## config.mk

```make
export PLATFORM = sky130hd
export DESIGN_NAME = spu_result_pipe_flat
export DESIGN_NICKNAME = d
export VERILOG_FILES = /design/src/rtl/spu_pkg.sv /design/src/rtl/spu_result_pipe_if.sv /design/src/rtl/spu_result_stage.sv /design/src/rtl/spu_result_pipe.sv /design/src/flat_wrapper.sv
export SDC_FILE = /design/constraint.sdc
export NUM_CORES = 2
export LEC_CHECK = 0
export ABC_AREA = 1
export CORE_MARGIN = 1
export CORE_UTILIZATION = 40
export DETAILED_ROUTE_END_ITERATION = 10
export GPL_ROUTABILITY_DRIVEN = 0
export PLACE_DENSITY = 0.58
export REMOVE_ABC_BUFFERS = 1
export SLEW_MARGIN = 10
export SYNTH_ARGS = -nofsm -noshare
export SYNTH_HDL_FRONTEND = slang
export SYNTH_SLANG_ARGS = --single-unit
export TNS_END_PERCENT = 1
```

## constraint.sdc

```tcl
create_clock -name clk -period 5.3 [get_ports clk]
set_input_delay 0.53 -clock clk [delete_from_list [all_inputs] [get_ports clk]]
set_output_delay 0.53 -clock clk [all_outputs]
set_load 0.01 [all_outputs]
```

## src/rtl/spu_pkg.sv

```systemverilog
// Shared types and constants for the SPU even/odd result staging pipes.
package spu_pkg;

  localparam int unsigned SPU_REG_ADDR_W = 7;
  localparam int unsigned SPU_DATA_W     = 128;
  localparam int unsigned SPU_MAX_LAT    = 7;
  localparam int unsigned SPU_LAT_W      = 3;
  localparam int unsigned SPU_AGE_W      = 3;

  typedef logic [SPU_AGE_W-1:0] age_t;

  typedef struct packed {
    logic                      valid;
    logic                      we;
    logic [SPU_REG_ADDR_W-1:0] addr;
    logic [SPU_DATA_W-1:0]     data;
    age_t                      age;
  } result_entry_t;

  function automatic age_t age_inc(input age_t a);
    return (a == '1) ? a : age_t'(a + 1'b1);
  endfunction

endpackage

```

## src/rtl/spu_result_pipe_if.sv

```systemverilog
// Issue-side offer, flush, scoreboard query and writeback bundle of one result pipe.
interface spu_result_pipe_if
  import spu_pkg::*;
#(
  parameter int unsigned ADDR_W = SPU_REG_ADDR_W,
  parameter int unsigned DATA_W = SPU_DATA_W
);

  logic                       in_valid;
  logic                       in_we;
  logic [ADDR_W-1:0]          in_addr;
  logic [DATA_W-1:0]          in_data;
  logic [SPU_LAT_W-1:0]       in_lat;
  logic                       in_ready;
  logic                       flush;
  logic [SPU_AGE_W-1:0]       flush_age;
  logic [2:0][ADDR_W-1:0]     q_addr;
  logic [2:0]                 q_busy;
  logic [ADDR_W-1:0]          rt_addr;
  logic [DATA_W-1:0]          rt;
  logic                       reg_write;
  logic                       lat_err;

  modport master (
    output in_valid, in_we, in_addr, in_data, in_lat, flush, flush_age, q_addr,
    input  in_ready, q_busy, rt_addr, rt, reg_write, lat_err
  );

  modport slave (
    input  in_valid, in_we, in_addr, in_data, in_lat, flush, flush_age, q_addr,
    output in_ready, q_busy, rt_addr, rt, reg_write, lat_err
  );

endinterface

```

## src/rtl/spu_result_stage.sv

```systemverilog
// One slot of the result shift pipeline: takes the upstream slot or a fresh insert, ages it, applies flush.
module spu_result_stage
  import spu_pkg::*;
(
  input  logic          clk,
  input  logic          reset,
  input  result_entry_t shift_in,
  input  logic          ins_en,
  input  result_entry_t ins_entry,
  input  logic          flush,
  input  age_t          flush_age,
  output result_entry_t entry_q
);

  result_entry_t entry_d;
  age_t          pre_age;

  // Flush compares the age the entry had this cycle, before the shift increment.
  always_comb begin
    entry_d     = shift_in;
    entry_d.age = age_inc(shift_in.age);
    pre_age     = shift_in.age;
    if (ins_en) begin
      entry_d = ins_entry;
      pre_age = '0;
    end
    if (flush && (pre_age < flush_age)) begin
      entry_d.valid = 1'b0;
    end
  end

  always_ff @(posedge clk) begin
    if (!reset) begin
      entry_q <= '0;
    end else begin
      entry_q <= entry_d;
    end
  end

endmodule

```

## src/rtl/spu_result_pipe.sv

```systemverilog
// Per-pipe result staging and writeback scheduler feeding one register-file write port.
module spu_result_pipe
  import spu_pkg::*;
#(
  parameter int unsigned DEPTH  = SPU_MAX_LAT,
  parameter int unsigned ADDR_W = SPU_REG_ADDR_W,
  parameter int unsigned DATA_W = SPU_DATA_W
) (
  input logic              clk,
  input logic              reset,
  spu_result_pipe_if.slave bus
);

  result_entry_t s_q      [DEPTH];
  result_entry_t shift_in [DEPTH];
  result_entry_t ins_entry;
  logic          lat_legal;
  logic          slot_taken;
  logic          accept;
  logic          lat_err_d;
  logic          lat_err_q;

  // s[L] shifts into s[L-1] this edge, so a valid s[L] means the writeback slot is already owned.
  always_comb begin
    lat_legal  = (bus.in_lat != '0) && (32'(bus.in_lat) <= DEPTH);
    slot_taken = 1'b0;
    for (int unsigned k = 1; k < DEPTH; k++) begin
      if ((32'(bus.in_lat) == k) && s_q[k].valid) slot_taken = 1'b1;
    end
    bus.in_ready = !(lat_legal && slot_taken);
    accept       = bus.in_valid && lat_legal && bus.in_ready;
    lat_err_d    = lat_err_q || (bus.in_valid && !lat_legal);

    ins_entry       = '0;
    ins_entry.valid = 1'b1;
    ins_entry.we    = bus.in_we;
    ins_entry.addr  = bus.in_addr;
    ins_entry.data  = bus.in_data;
  end

  always_comb begin
    bus.q_busy = '0;
    for (int unsigned i = 0; i < 3; i++) begin
      for (int unsigned k = 0; k < DEPTH; k++) begin
        if (s_q[k].valid && s_q[k].we && (s_q[k].addr == bus.q_addr[i])) bus.q_busy[i] = 1'b1;
      end
    end
  end

  for (genvar k = 0; k < DEPTH; k++) begin : g_stage
    if (k == DEPTH - 1) begin : g_tail
      assign shift_in[k] = '0;
    end else begin : g_body
      assign shift_in[k] = s_q[k+1];
    end

    spu_result_stage u_stage (
      .clk       (clk),
      .reset     (reset),
      .shift_in  (shift_in[k]),
      .ins_en    (accept && (32'(bus.in_lat) == k + 1)),
      .ins_entry (ins_entry),
      .flush     (bus.flush),
      .flush_age (bus.flush_age),
      .entry_q   (s_q[k])
    );
  end

  always_ff @(posedge clk) begin
    if (!reset) begin
      lat_err_q <= 1'b0;
    end else begin
      lat_err_q <= lat_err_d;
    end
  end

  assign bus.reg_write = s_q[0].valid && s_q[0].we;
  assign bus.rt_addr   = ADDR_W'(s_q[0].addr);
  assign bus.rt        = DATA_W'(s_q[0].data);
  assign bus.lat_err   = lat_err_q;

endmodule
```

## src/flat_wrapper.sv

```systemverilog
// flat-port wrapper written by rule: the top's interface ports become plain ports
module spu_result_pipe_flat import spu_pkg::*;
#(
  parameter int unsigned DEPTH  = SPU_MAX_LAT,
  parameter int unsigned ADDR_W = SPU_REG_ADDR_W,
  parameter int unsigned DATA_W = SPU_DATA_W
)
  (clk, reset, bus_in_valid, bus_in_we, bus_in_addr, bus_in_data, bus_in_lat, bus_flush, bus_flush_age, bus_q_addr, bus_in_ready, bus_q_busy, bus_rt_addr, bus_rt, bus_reg_write, bus_lat_err);
  spu_result_pipe_if #(.ADDR_W(ADDR_W), .DATA_W(DATA_W)) bus_i ();
  input logic clk;
  input logic reset;
  input wire logic [$bits(bus_i.in_valid)-1:0] bus_in_valid;
  input wire logic [$bits(bus_i.in_we)-1:0] bus_in_we;
  input wire logic [$bits(bus_i.in_addr)-1:0] bus_in_addr;
  input wire logic [$bits(bus_i.in_data)-1:0] bus_in_data;
  input wire logic [$bits(bus_i.in_lat)-1:0] bus_in_lat;
  input wire logic [$bits(bus_i.flush)-1:0] bus_flush;
  input wire logic [$bits(bus_i.flush_age)-1:0] bus_flush_age;
  input wire logic [$bits(bus_i.q_addr)-1:0] bus_q_addr;
  output wire logic [$bits(bus_i.in_ready)-1:0] bus_in_ready;
  output wire logic [$bits(bus_i.q_busy)-1:0] bus_q_busy;
  output wire logic [$bits(bus_i.rt_addr)-1:0] bus_rt_addr;
  output wire logic [$bits(bus_i.rt)-1:0] bus_rt;
  output wire logic [$bits(bus_i.reg_write)-1:0] bus_reg_write;
  output wire logic [$bits(bus_i.lat_err)-1:0] bus_lat_err;
  assign bus_i.in_valid = bus_in_valid;
  assign bus_i.in_we = bus_in_we;
  assign bus_i.in_addr = bus_in_addr;
  assign bus_i.in_data = bus_in_data;
  assign bus_i.in_lat = bus_in_lat;
  assign bus_i.flush = bus_flush;
  assign bus_i.flush_age = bus_flush_age;
  assign bus_i.q_addr = bus_q_addr;
  assign bus_in_ready = bus_i.in_ready;
  assign bus_q_busy = bus_i.q_busy;
  assign bus_rt_addr = bus_i.rt_addr;
  assign bus_rt = bus_i.rt;
  assign bus_reg_write = bus_i.reg_write;
  assign bus_lat_err = bus_i.lat_err;
  spu_result_pipe #(.DEPTH(DEPTH), .ADDR_W(ADDR_W), .DATA_W(DATA_W)) u_core (.clk(clk), .reset(reset), .bus(bus_i));
endmodule
```

==> results.json <==
{
  "layout_common_cells": "nor2_1 (1327), dfxtp_1 (975), a21oi_1 (833)",
  "die_h_um": 304,
  "hold_buffers": 0,
  "wl_per_cell_um": 15.2,
  "drc": 0,
  "routed_wl_mm": 89.8,
  "synth_top_cell_by_area": "dfxtp_1",
  "wl_met2_mm": 41.7,
  "drt-pass1-iter-count": 5,
  "fin_crit_sh_pct": 64.3,
  "post_cts_resize_count": 0,
  "layout_commonest_cell": "nor2_1",
  "yosys_warnings": 0,
  "diodes": 0,
  "p_leak_nw": 17.2,
  "grt_pass1_wl_mm": 144,
  "grt_pass1_vias": 26300,
  "drive_above_1_share_pct": 6.52,
  "synth_top_area_share_pct": 53.5,
  "boundaryPins": 308,
  "status": "completed",
  "ys_ff_latch": 975,
  "instances_no_fill": 5914,
  "ir_worst_vdd_uv": 251,
  "hold_viol_final": 0,
  "drt-met1-wl_mm": 41.5,
  "met3_length_mm": 4.64,
  "total_power_w": 0.0158,
  "tightest_slew_ns": 0.940,
  "rsz0062_at_grt": "false",
  "syn_to_final_growth_pct": 17.2,
  "path_clk_slew_ns": 0.05,
  "power.density_mw_per_mm2": 370,
  "fin_area_mm2": 0.0427,
  "synth-main-ff-cell": "dfxtp_1",
  "io_buffers": 307,
  "fillers": 8793,
  "dr.max_layer_used": "met5",
  "synthCells": 4659,
  "grt_overflow": 0,
  "worstPathRequired_ns": 4.77,
  "layout.nets": 4834,
  "cp.arrival_ns": 2.88,
  "setup_viol": 0,
  "post_cts_buffers": 0,
  "hpwl_mm": 52.9,
  "skew_ns": 0.0210,
  "cts_made_buffers": 104,
  "synth-edff-count": 0,
  "antenna_found_initial": 5,
  "synth.distinct_cells": 30,
  "slew_headroom_pct": 37.3,
  "ys_seq_area_share_pct": 53.5,
  "crit_fanout": 9,
  "startpoint_type": "primary input",
  "synth.avg_cell_area_um2": 7.83,
  "ys_top_cells_by_area": "dfxtp_1 (54%), nor2_1 (14%), a21oi_1 (11%), nand2_1 (4.6%), buf_4 (2.8%)",
  "holdCritPathClass": "reg2reg",
  "placed_cell_area_mm2": 0.0392,
  "crit_path_end_kind": "output port",
  "drv_slew": 0,
  "clk_path_buf_depth": 3,
  "grt_max_degree": 157,
  "cts-root-buf": "clkbuf_16",
  "max-cap-violations": 0,
  "cts.sinks": 975,
  "async_reset_ff_share_pct": 0,
  "fmax_ghz": 0.293,
  "finalCoreUtilization_pct": 47.4,
  "routed_via_density": 4.86,
  "grt_use_total_pct": 19.0,
  "cts_tree": "yes",
  "ant_nets": 0,
  "min_period_ns": 3.41,
  "insertion_delay_ns": 0.67,
  "core-area_mm2": 0.0901,
  "die_area_mm2": 0.0924,
  "synth_area_mm2": 0.0365,
  "vias": 28800,
  "path_class": "in2out",
  "dp_cells": 5724,
  "die_width_um": 304,
  "drtIter0Drc": 2012,
  "initial_core_util_pct": 40.5,
  "cts_max_level": 3,
  "num_rows": 110
}
synthesized netlist by cell type, drive strengths merged, types with 4 or more instances:
library cell and n:
buf 250, ha 13, a211oi 7, nand3 11
nor3b 6, xnor2 10, inv 234, o22ai 33
o21ai 56, nand2 448, dfxtp 975, nor2 1329
xor2 34, o2111ai 6, clkbuf 204, a21oi 833
o221ai 5, nor3 158, o211ai 4, nor4 15
nand4 23
logic make-up after synthesis:
group | synth area share (%)
AO/OA/AOI/OAI | 13.3
XOR/XNOR | 1.06
adder cells (fa/ha/maj) | 0.446
buffers and inverters | 8.87
flip-flops | 53.5
AND/OR/NAND/NOR | 22.8
final timing paths:
check | depth (start not counted) | to | startpoint | slack, ns
setup reg to reg | 8 | u_core.g_stage[6].u_stage.entry_q[60] | u_core.g_stage[3].u_stage.entry_q[139] | 2.67
hold reg to reg | 1 | u_core.g_stage[5].u_stage.entry_q[0] | u_core.g_stage[6].u_stage.entry_q[0] | 0.42
setup / recovery | 10 | bus_q_busy[0] | bus_q_addr[6] | 1.89
hold / removal | 1 | u_core.g_stage[5].u_stage.entry_q[0] | u_core.g_stage[6].u_stage.entry_q[0] | 0.42
power by group:
part           internal (W)  switching [W]  leakage [nW]
Combinational      0.000327       0.000615          7.54
Clock               0.00445        0.00292          1.73
Sequential          0.00747      0.0000517          7.88
layer usage:
layer  vias up  global-route usage (%)
met1     13300                    25.1
met2       618                    31.6
met5         -                       0
li1      14700                       -
met3       145                    3.45
met4         8                    5.67
final cells by class:
class	count	area (µm²)	area share [%]
tap	1176	1470	3.44
timing repair buffer	343	3610	8.44
clock buffer	156	3090	7.23
sequential	975	19500	45.7
clock inverter	34	412	0.963
inverter	236	893	2.09
multi-input combinational	2994	13700	32.2
sequential cells by signal, summed over array words and instances, names as in the netlist:
name / flops
u_core.bus.lat_err: 1
u_core.g_stage.u_stage.entry_q: 974
per-stage QoR:
step	setup WS (ns)	setup TNS (ns)	hold slack [ns]
after floorplan	-3.42	-3176.23	0.401
after global placement	1.72	0	0.411
after detailed placement	1.65	0	0.417
after CTS	1.95	0	0.390
after global routing	1.76	0	0.430
final	1.89	0	0.424
worst max-delay path, cell delays in order:
cell and delay [ns]:
clkdlybuf4s50_1 0.82, inv_1 0.20, nand2_1 0.11, nand4_1 0.07
nor4_1 0.20, nand2_1 0.18, nand2_1 0.11, nor2_1 0.04
nand2_1 0.08, clkdlybuf4s50_1 0.53
Power figures use the tool's default switching activity.
